$ cat src/rtl/hazard_ctrl_pkg.sv
// Shared widths and hazard-cause encoding for the hazard controller and the
// trace/debug logic that observes it.
package hazard_ctrl_pkg;

  localparam int unsigned REG_W    = 5;
  localparam int unsigned MD_CNT_W = 8;

  typedef enum logic [2:0] {
    HZ_NONE   = 3'd0,
    HZ_FREEZE = 3'd1,
    HZ_FLUSH  = 3'd2,
    HZ_LU     = 3'd3,
    HZ_MD     = 3'd4
  } hz_cause_e;

  typedef enum logic {
    MD_IDLE = 1'b0,
    MD_BUSY = 1'b1
  } md_state_e;

  // Highest-priority cause wins; a wrong-path ID instruction never stalls.
  function automatic hz_cause_e hz_resolve(input logic freeze,
                                           input logic flush,
                                           input logic lu,
                                           input logic md);
    hz_cause_e c;
    if (freeze)     c = HZ_FREEZE;
    else if (flush) c = HZ_FLUSH;
    else if (lu)    c = HZ_LU;
    else if (md)    c = HZ_MD;
    else            c = HZ_NONE;
    return c;
  endfunction

endpackage

$ cat src/rtl/hazard_ctrl_perf_counter.sv
// Wrapping event counter with enable and asynchronous active-high reset.
module hazard_perf_counter #(
  parameter int unsigned CNT_W = 32
) (
  input  logic             clk_i,
  input  logic             rst_i,
  input  logic             en_i,
  output logic [CNT_W-1:0] cnt_o
);

  logic [CNT_W-1:0] cnt_q;
  logic [CNT_W-1:0] cnt_d;

  always_comb begin
    cnt_d = cnt_q;
    if (en_i) cnt_d = cnt_q + 1'b1;
  end

  always_ff @(posedge clk_i or posedge rst_i) begin
    if (rst_i) cnt_q <= '0;
    else       cnt_q <= cnt_d;
  end

  assign cnt_o = cnt_q;

endmodule

$ cat src/rtl/hazard_ctrl.sv
// Pipeline hazard controller: load-use stalls, EX-resolved flushes, MUL/DIV
// HI/LO interlock and data-memory freeze, plus stall/flush/freeze counters.
module hazard_ctrl
  import hazard_ctrl_pkg::*;
#(
  parameter int unsigned MD_LATENCY = 32,
  parameter int unsigned CNT_W      = 32
) (
  input  logic             clk,
  input  logic             rst,
  input  logic [REG_W-1:0] ID_rs,
  input  logic [REG_W-1:0] ID_rt,
  input  logic             ID_usesRt,
  input  logic             ID_isMulDiv,
  input  logic             ID_readsHiLo,
  input  logic             EX_MemRead,
  input  logic [REG_W-1:0] EX_rt,
  input  logic             EX_taken,
  input  logic             mem_busy,
  output logic             PC_write,
  output logic             IF_ID_write,
  output logic             IF_ID_flush,
  output logic             ID_EX_sel,
  output logic             ID_EX_hold,
  output logic             EX_MEM_hold,
  output logic             md_busy,
  output logic [CNT_W-1:0] stall_cnt,
  output logic [CNT_W-1:0] flush_cnt,
  output logic [CNT_W-1:0] freeze_cnt
);

  localparam logic [MD_CNT_W-1:0] MD_LOAD = MD_CNT_W'(MD_LATENCY);

  md_state_e           state_q, state_d;
  logic [MD_CNT_W-1:0] md_cnt_q, md_cnt_d;

  logic      lu_hazard;
  logic      md_hazard;
  logic      issue;
  hz_cause_e cause;

  assign md_busy   = (md_cnt_q != '0);
  assign lu_hazard = EX_MemRead && (EX_rt != '0) &&
                     ((EX_rt == ID_rs) || (ID_usesRt && (EX_rt == ID_rt)));
  assign md_hazard = md_busy && (ID_readsHiLo || ID_isMulDiv);
  assign cause     = hz_resolve(mem_busy, EX_taken, lu_hazard, md_hazard);
  assign issue     = !rst && (cause == HZ_NONE);

  always_comb begin
    PC_write    = 1'b0;
    IF_ID_write = 1'b0;
    IF_ID_flush = 1'b0;
    ID_EX_sel   = 1'b0;
    ID_EX_hold  = 1'b0;
    EX_MEM_hold = 1'b0;
    if (rst) begin
      ID_EX_sel = 1'b1;
    end else begin
      unique case (cause)
        HZ_FREEZE: begin
          ID_EX_hold  = 1'b1;
          EX_MEM_hold = 1'b1;
        end
        HZ_FLUSH: begin
          PC_write    = 1'b1;
          IF_ID_write = 1'b1;
          IF_ID_flush = 1'b1;
          ID_EX_sel   = 1'b1;
        end
        HZ_LU, HZ_MD: begin
          ID_EX_sel = 1'b1;
        end
        default: begin
          PC_write    = 1'b1;
          IF_ID_write = 1'b1;
        end
      endcase
    end
  end

  // The countdown runs through freeze cycles so HI/LO timing tracks real time.
  always_comb begin
    state_d  = state_q;
    md_cnt_d = md_cnt_q;
    unique case (state_q)
      MD_IDLE: begin
        if (issue && ID_isMulDiv) begin
          md_cnt_d = MD_LOAD;
          state_d  = MD_BUSY;
        end
      end
      MD_BUSY: begin
        md_cnt_d = md_cnt_q - 1'b1;
        if (md_cnt_q <= MD_CNT_W'(1)) begin
          md_cnt_d = '0;
          state_d  = MD_IDLE;
        end
      end
      default: begin
        md_cnt_d = '0;
        state_d  = MD_IDLE;
      end
    endcase
  end

  always_ff @(posedge clk or posedge rst) begin
    if (rst) begin
      state_q  <= MD_IDLE;
      md_cnt_q <= '0;
    end else begin
      state_q  <= state_d;
      md_cnt_q <= md_cnt_d;
    end
  end

  logic stall_en, flush_en, freeze_en;

  assign freeze_en = (cause == HZ_FREEZE);
  assign flush_en  = (cause == HZ_FLUSH);
  assign stall_en  = (cause == HZ_LU) || (cause == HZ_MD);

  hazard_perf_counter #(.CNT_W(CNT_W)) u_stall_cnt (
    .clk_i (clk),
    .rst_i (rst),
    .en_i  (stall_en),
    .cnt_o (stall_cnt)
  );

  hazard_perf_counter #(.CNT_W(CNT_W)) u_flush_cnt (
    .clk_i (clk),
    .rst_i (rst),
    .en_i  (flush_en),
    .cnt_o (flush_cnt)
  );

  hazard_perf_counter #(.CNT_W(CNT_W)) u_freeze_cnt (
    .clk_i (clk),
    .rst_i (rst),
    .en_i  (freeze_en),
    .cnt_o (freeze_cnt)
  );

endmodule

$ cat config.mk
export PLATFORM = sky130hd
export DESIGN_NAME = hazard_ctrl
export DESIGN_NICKNAME = d
export VERILOG_FILES = /design/src/rtl/hazard_ctrl_pkg.sv /design/src/rtl/hazard_ctrl_perf_counter.sv /design/src/rtl/hazard_ctrl.sv
export SDC_FILE = /design/constraint.sdc
export NUM_CORES = 1
export LEC_CHECK = 0
export CAP_MARGIN = 25
export CORE_ASPECT_RATIO = 1.25
export CORE_MARGIN = 5
export CORE_UTILIZATION = 45
export DETAILED_ROUTE_END_ITERATION = 10
export PLACE_DENSITY = 0.82
export SLEW_MARGIN = 25
export SYNTH_ARGS = -nofsm -noshare
export SYNTH_HDL_FRONTEND = slang
export SYNTH_SLANG_ARGS = --single-unit
$ cat constraint.sdc
create_clock -name clk -period 5.1 [get_ports clk]
set_input_delay 0.765 -clock clk [delete_from_list [all_inputs] [get_ports clk]]
set_output_delay 0.765 -clock clk [all_outputs]
set_load 0.05 [all_outputs]
# == After elaboration in Yosys (flattened, before gate mapping) ==
# Cells that the tools add are included.
# word_totals
ff_bits,105
latch_bits,0
mem_bits_rw,0
mem_bits_ro,0
inputBits,23
out_inout_bits,103
word_cells,51
memories,0
# classes
n_addsub,4
multipliers,0
n_div,0
magnitude_cmp,1
eq_ne,7
n_shift,0
n_mux,18
bitwise_logic,1
reduce_logical,15
# ops
cell,count
adder 32 x 1 -> 32 bit (second input constant),3
two-way mux 8 bit,2
one-hot mux 8 bit (2 select lines),1
two-way mux 3 bit,4
equality test 5 bit,2
two-way mux 1 bit,10
less-or-equal comparator 8 x 1 -> 1 bit (second input constant),1
nonzero test 8 bit,1
subtractor 8 x 1 -> 8 bit (second input constant),1
equality test 3 x 2 -> 1 bit (second input constant),2
logical AND 1 bit,6
OR reduction 3 bit,2
nonzero test 5 bit,1
equality test 3 x 1 -> 1 bit (second input constant),1
equality test 3 bit (second input constant),1
logical NOT 3 bit,1
logical OR 1 bit,3
inequality test 2 bit (second input constant),1
one-hot mux 1 bit (2 select lines),1
logical NOT 1 bit,1
inverter 1 bit,1

# == Depth between registers and ports, before layout ==
# Gate-level depths: netlist (run 1).
# depth
depth_word,12
mapped_depth,9
ltp_nobuf,7

# == Hierarchy ==
# A second synthesis (run 1) with hierarchy kept.
# hier_totals
hier_cells,473
hier_area_um2,5346.4
# modules_own_cells
module,instances,cells_each,area_per_inst_um2,seq_area_each_um2
hazard_perf_counter,3,126,1510.2,800.8
hazard_ctrl,1,95,815.8,225.2

# == Least setup slack after synthesis (run 1) ==
# No wires, ideal clock.
# synth_path
path_type,input to output
startpoint,input rst
endpoint,output ID_EX_sel
t_arrival_ns,4.525
t_required_ns,4.335
slack_ns,-0.190
cell_stages,2
path_buffers,0
path_cell_list,inv_1 > o21ai_0
# synth_between
elab_chain_len,1
# synth_rtl
element,line_no,text
"start, declared",hazard_ctrl.sv:10,"input logic rst,"
two-way mux 1 bit,hazard_ctrl.sv:56,if (rst) begin
"end, declared",hazard_ctrl.sv:23,"output logic ID_EX_sel,"
# Every way passes these cells.

# == Final worst setup path (run 1) ==
# layout_path
startpoint,input EX_rt[1]
endpoint,output PC_write
# layout_between
elab_chain_len,11
elab_cells_between_ends,16
classes_between,eq/ne: 5; mux: 5; reduce/logical: 6
# layout_rtl
element,line_no,text
"start, declared",hazard_ctrl.sv:17,"input logic [REG_W-1:0] EX_rt,"
equality test 5 bit,hazard_ctrl.sv:44,((EX_rt == ID_rs) || (ID_usesRt && (EX_rt == ID_rt)));
logical AND 1 bit,hazard_ctrl.sv:44,
logical OR 1 bit,hazard_ctrl.sv:44,
logical AND 1 bit (*),hazard_ctrl.sv:43,assign lu_hazard = EX_MemRead && (EX_rt != '0) &&
two-way mux 3 bit (*),hazard_ctrl_pkg.sv:29,else if (lu) c = HZ_LU;
two-way mux 3 bit (*),hazard_ctrl_pkg.sv:28,else if (flush) c = HZ_FLUSH;
two-way mux 3 bit (*),hazard_ctrl_pkg.sv:27,if (freeze) c = HZ_FREEZE;
"equality test 3 x 1 -> 1 bit, or another cell as far along",hazard_ctrl.sv:59,unique case (cause)
OR reduction 3 bit (no line) (*),n/a,
two-way mux 1 bit (*),hazard_ctrl.sv:59,
two-way mux 1 bit (*),hazard_ctrl.sv:56,
"end, declared",hazard_ctrl.sv:20,"output logic PC_write,"
# Every way passes the cells marked *; elsewhere a longest branch is shown, timed or not.

==> results by group, run 1 <==
STA
  – Final worst path period need: 4.25 ns
  – Slew Viols, Final: 0
  – Final Hold Fails: 0
  – Skew final: 0.00815 ns
  – Fmax: 0.235 GHz
  – Worst Tran Pin Value: 0.791 ns
  – Setup tns final: 0 ns
  – RSZ-0062 raised after global routing: false
  – Final setup fails: 0
  – Final period utilization: 0.834
  – Slew HR: 0.469

Floorplanning
  – Starting Density: 0.454
  – Ports: 126
  – Site row count: 43
  – Core Region: 0.0110 sq mm
  – Die Footprint: 0.0133 sq mm
  – Horiz. Die Dim: 104 um
  – Die Y: 128 um

Power and ir drop
  – Leak: 0.00286 uW
  – VDD IR max: 211 uV
  – Total power: 2220 uW
  – Power per cell area: 333 mW/mm^2

Routing
  – Vias: 3845
  – Met2 wire length: 5520 um
  – Max layer used: met4
  – Detail Route Antenna Nets: 0
  – M1 WL: 4730 um
  – DRC: 0
  – First drt pass iteration count: 4
  – WL/cell: 15.2 um
  – Wire length on met3: 701 um
  – DR vias/cell: 5.27
  – DRT iter0 DRCs: 99
  – Routed wire length: 11100 um

Clocking
  – Clk slew on worst S/H paths: 0.06 ns
  – Post-cts gate resize count: 0
  – Max clock buf depth: 2
  – Htree depth: 3
  – Root Driver: clkbuf_16
  – Worst skew pair latency: 0.34 ns
  – Hold buffer count at cts: 0
  – Post-CTS Setup Inserts: 0
  – CTS tree: yes
  – Cts bufs inserted: 9
  – Sink Count: 105

Synthesis
  – Area of the mapped netlist: 0.00498 sq mm
  – Gate Count Post-Synth: 461
  – Syn nets: 489
  – Register area share after synthesis: 0.527
  – Synthesized area per cell: 10.8 sq um
  – Synth top area share: 0.527
  – Netlist cell types: 49
  – Top cells by area, synth: dfrtp_1 53%, xnor2_1 14%, xor2_1 4.4%
  – Post-synth EDFFs: 0
  – Ys flop type: dfrtp_1
  – Yosys reg bits: 105
  – Post-synth top area cell: dfrtp_1
  – Yosys warns: 0
  – Async set-reset flop share out of synthesis: 1.00

Critical path
  – CP Capture Type: output pin
  – CP Cell Sequence: clkdlybuf4s50_1, or4_1, o21ai_2, inv_1, a21oi_2, buf_4, nor2_1, nor3_1, clkdlybuf4s50_1
  – Largest delay share family, worst path: buffers and inverters
  – Kind of critical path: primary input to output pin
  – Reg-to-reg critical path endpoint: u_stall_cnt.cnt_o[17]
  – CP max FO: 11
  – Worst EP required: 4.34 ns
  – Data arrival time of the worst path: 3.49 ns
  – CP startpoint: EX_rt[1]
  – Worst path most repeated cell: clkdlybuf4s50_1
  – Slowest stage delay, CP: 0.87 ns
  – CP bufs+invs: 4
  – Critical Path Start Type: primary input
  – Worst setup path end: PC_write
  – Levels on crit path: 9
  – Reg2Reg Launch Point: md_cnt_q[0]
  – Slowest cell on crit path: clkdlybuf4s50_1
  – FF-to-FF setup slack: 2.86 ns
  – Depth of the most critical reg-to-reg path: 7

GRT
  – Tot GR Track Use: 0.167
  – Initial antenna violation count: 0
  – Vias in the first global route: 3941
  – GRT overflow: 0
  – Pin count of the biggest net entering global routing: 59
  – First-pass GRT wire length: 18600 um

Finish
  – Final #Nets: 618
  – Antenna cell count: 0
  – Layout cells sized above 1: 0.0605
  – Fin area: 0.00666 sq mm
  – P&R area growth vs syn: 33.6%
  – Most frequent cells in the layout: 125 x clkdlybuf4s50_1, 105 x dfrtp_1, 78 x xnor2_1
  – Commonest non-fill, non-tap cell in the layout: clkdlybuf4s50_1
  – Util after Layout: 0.607

Job
  – Max-cap violations: 0

Placement
  – Placer Congestion: 0.826
  – Placed Area: 0.00637 sq mm
  – Port Buf Inserts: 125
  – Hpwl dp: 8360 um

Worst hold path
  – Hold Path Class: flop to flop

Status
  – Status: finished, final reports clean
-- through the flow --
stage                     cells  worst slack, ns  hold WS, ns
after detailed placement    714            0.845        0.473
final                       730            0.848        0.478
after global placement      714            0.906        0.459
after CTS                   730            0.832        0.486
after global routing        730            0.674        0.500
after floorplan             461            0.961        0.497
-- worst min-delay path by stage --
stage | from | endpoint | slack (ns) | depth (start not counted)
global route | u_flush_cnt.cnt_o[31] | u_flush_cnt.cnt_o[31] | 0.50 | 1
finish | u_freeze_cnt.cnt_o[31] | u_freeze_cnt.cnt_o[31] | 0.48 | 1
global placement | u_flush_cnt.cnt_o[31] | u_flush_cnt.cnt_o[31] | 0.46 | 1
CTS | u_freeze_cnt.cnt_o[31] | u_freeze_cnt.cnt_o[31] | 0.49 | 1
floorplan | md_cnt_q[7] | md_cnt_q[7] | 0.50 | 1
detailed placement | u_freeze_cnt.cnt_o[31] | u_freeze_cnt.cnt_o[31] | 0.47 | 1
-- cell families (layout without fill, tap and decap cells) --
group | Yosys count | after routing | synth area share
AOI/OAI and AO/OA | 25 | 25 | 0.0359
xor gates and xnor gates | 103 | 103 | 0.181
adders and majority gates | 5 | 5 | 0.0126
buffers and inverters | 25 | 159 | 0.0238
DFF | 105 | 105 | 0.527
muxes | 2 | 2 | 0.00427
and+or+nand+nor | 196 | 196 | 0.215
-- where the power goes --
part	switching (uW)	internal, uW	leakage [uW]
combinational	368	198	0.00134
sequential	87.6	900	0.00139
clock	303	363	0.000137
-- cell type report --
class / count / area [sq um]
tap: 135 / 169
timing repair buffer: 128 / 1270
clock inverter: 4 / 35.0
multi-input combinational: 331 / 2240
inverter: 15 / 60.1
clock buffer: 12 / 256
sequential: 105 / 2630
fill: 925 / 4320
-- metal layers --
metal / global-route usage / up-vias
li1: - / 1838
met1: 0.203 / 1873
met2: 0.288 / 119
met3: 0.0544 / 15
met4: 0.0457 / 0
met5: 0 / -
-- synth_stat cells, types with 6 or more instances --
library cell  instances
a21oi_1               6
and3_1               16
dfrtp_1             105
inv_1                15
nand2_1              44
nand3_1              36
nand4_1              27
nor2_1               27
nor3_1               13
xnor2_1              78
xor2_1               25
-- state kept, by name (all words and copies together) (netlist names) --
register            count
u_stall_cnt.cnt_o      32
u_flush_cnt.cnt_o      32
md_cnt_q                8
u_freeze_cnt.cnt_o     32
state_q                 1
Note: power is estimated with default switching activity, not from simulation.
==> run 2: changes to the inputs <==
==> constraint.sdc (replaced) <==
create_clock -name clk -period 4.5 [get_ports clk]
set_input_delay 0.675 -clock clk [delete_from_list [all_inputs] [get_ports clk]]
set_output_delay 0.675 -clock clk [all_outputs]
set_load 0.05 [all_outputs]
==> results by group, run 2 (synthesized netlist as in run 1, its figures left out) <==
GRT
  – Pin count of the biggest net entering global routing: 84 (+42%)
  – Tot GR Track Use: 0.171 (+0.00347)
  – GRT overflow: 0 (unchanged)
  – Vias in the first global route: 3893 (-1.2%)
  – Initial antenna violation count: 0 (unchanged)
  – First-pass GRT wire length: 18900 um (+1.6%)

Clocking
  – Post-CTS Setup Inserts: 0 (unchanged)
  – Worst skew pair latency: 0.35 ns (about the same)
  – Hold buffer count at cts: 0 (unchanged)
  – Cts bufs inserted: 9 (unchanged)
  – Max clock buf depth: 2 (unchanged)
  – Clk slew on worst S/H paths: 0.07 ns (about the same)
  – Sink Count: 105 (unchanged)
  – CTS tree: yes
  – Htree depth: 3 (unchanged)
  – Post-cts gate resize count: 0 (unchanged)
  – Root Driver: clkbuf_16

Routing
  – DRC: 0 (unchanged)
  – Detail Route Antenna Nets: 0 (unchanged)
  – Routed wire length: 11300 um (+1.5%)
  – DRT iter0 DRCs: 97 (-2.0%)
  – DR vias/cell: 5.28 (+0.34%)
  – WL/cell: 15.4 um (+1.5%)
  – First drt pass iteration count: 4 (unchanged)
  – Vias: 3858 (+0.34%)

Finish
  – Final #Nets: 618 (unchanged)
  – Most frequent cells in the layout: 123 x clkdlybuf4s50_1, 105 x dfrtp_1, 78 x xnor2_1
  – FILL cells: 908 (-1.8%)
  – Fin area: 0.00673 sq mm (+0.98%)
  – Antenna cell count: 0 (unchanged)
  – Commonest non-fill, non-tap cell in the layout: clkdlybuf4s50_1
  – P&R area growth vs syn: 34.9%
  – Layout cells sized above 1: 0.0655 (+0.00504)

Critical path
  – Critical Path Start Type: primary input
  – CP Cell Sequence: clkdlybuf4s50_1, xnor2_1, nand3_1, o22ai_1, and2_4, nor3_1, o21ai_0, clkdlybuf4s50_1
  – CP Capture Type: output pin
  – Slowest stage delay, CP: 0.83 ns (-0.04 ns)
  – Worst EP required: 3.83 ns (-0.51 ns)
  – Data arrival time of the worst path: 3.09 ns (-0.40 ns)
  – Worst path most repeated cell: clkdlybuf4s50_1
  – Slowest cell on crit path: clkdlybuf4s50_1
  – CP max FO: 4 (-7)
  – Kind of critical path: primary input to output pin

Status
  – Status: finished, final reports clean

STA
  – Slew HR: 0.424 (-0.0451)
  – Final setup fails: 0 (unchanged)
  – Final worst path period need: 3.76 ns
  – Slew Viols, Final: 0 (unchanged)
  – Worst Tran Pin Value: 0.858 ns (+0.0671 ns)
  – Skew final: 0.0142 ns (+0.00602 ns)
  – Final Hold Fails: 0 (unchanged)
  – Fmax: 0.266 GHz
  – Setup tns final: 0 ns (unchanged)
  – RSZ-0062 raised after global routing: false
  – Final period utilization: 0.836

Placement
  – Placer Congestion: 0.826 (about the same)
  – Placed Area: 0.00636 sq mm (about the same)
  – Hpwl dp: 8440 um (+0.95%)
  – Port Buf Inserts: 125 (unchanged)

Power and ir drop
  – Sw Share: 0.328 (-0.0136)
  – Leak: 0.00290 uW (+1.5%)
  – Power per cell area: 398 mW/mm^2 (+19%)
  – Sequential share of power: 0.419 (-0.026)
  – Part of the power in combinational logic: 0.239 (-0.016)
  – Clock power frac: 0.342 (+0.042)
  – Pint: 1800 uW (+23%)
  – NetSw: 879 uW (+16%)
  – VDD IR max: 282 uV (+34%)

Floorplanning
  – Horiz. Die Dim: 104 um (unchanged)
  – Die Y: 128 um (unchanged)
  – Site row count: 43 (unchanged)
  – Core Region: 0.0110 sq mm (unchanged)
  – Die Footprint: 0.0133 sq mm (unchanged)
  – Ports: 126 (unchanged)
  – Starting Density: 0.454 (unchanged)

Worst hold path
  – Hold Path Class: flop to flop

Job
  – Max-cap violations: 0 (unchanged)
[run 2: cell types whose count changed in the layout (fill, tap and decap cells not counted), sizes merged]
cell / previous run / this run
buf: 3 / 5
clkbuf: 12 / 9
inv: 15 / 17
clkinvlp: 3 / 1
bufinv: 0 / 3
clkdlybuf4s50: 125 / 123
[run 2: path summary, 6_finish.rpt]
kind	slack [ns]	end	depth (start not counted)	startpoint
min in group asynchronous	0.92	u_stall_cnt.cnt_o[25]	3	rst
hold / removal	0.47	u_freeze_cnt.cnt_o[31]	1	u_freeze_cnt.cnt_o[31]
max in group asynchronous	2.55	u_flush_cnt.cnt_o[25]	4	rst
hold reg to reg	0.47	u_freeze_cnt.cnt_o[31]	1	u_freeze_cnt.cnt_o[31]
setup / recovery	0.74	ID_EX_sel	8	EX_rt[4]
setup reg to reg	2.22	u_stall_cnt.cnt_o[29]	6	u_stall_cnt.cnt_o[0]
[run 2: stage by stage]
stage                     utilization  setup WS, ns  std cells  hold WS [ns]  power (uW)
after detailed placement        0.580         0.722        714         0.466        1790
after global placement          0.580         0.742        714         0.460        1770
after global routing            0.613         0.501        730         0.511        2790
after floorplan                     -         0.541        461         0.497        1550
final                           0.613         0.740        730         0.468        2680
after CTS                       0.612         0.711        730         0.476        2700
[run 2: per-layer routing]
layer | wire length [um] | GRT usage | up-vias
met3 | 737 | 0.0554 | 13
li1 | - | - | 1840
met4 | 182 | 0.0503 | 0
met1 | 4640 | 0.206 | 1893
met5 | 0 | 0 | -
met2 | 5700 | 0.294 | 112
[run 2: power groups by stage]
stage / logic [uW] / clock network, uW / registers (uW)
final: 641 / 916 / 1120
after global routing: 684 / 972 / 1130
after CTS: 649 / 936 / 1120
after detailed placement: 647 / 0 / 1140
after global placement: 636 / 0 / 1130
after floorplan: 157 / 0 / 1390
[run 2: final cells by class]
cell class | instances | area [sq um] | area share
clock buffer | 9 | 225 | 0.0335
clock inverter | 7 | 133 | 0.0197
inverter | 15 | 60.1 | 0.00893
multi-input combinational | 331 | 2240 | 0.333
sequential | 105 | 2630 | 0.391
tap | 135 | 169 | 0.0251
timing repair buffer | 128 | 1270 | 0.189
[run 2: critical path: cells and delay by family]
| family | cells | cell delay [ns] |
|---|---|---|
| buffers and inverters | 2 | 1.36 |
| AO/OA/AOI/OAI | 2 | 0.51 |
| AND/OR/NAND/NOR | 3 | 0.40 |
| XOR/XNOR | 1 | 0.14 |
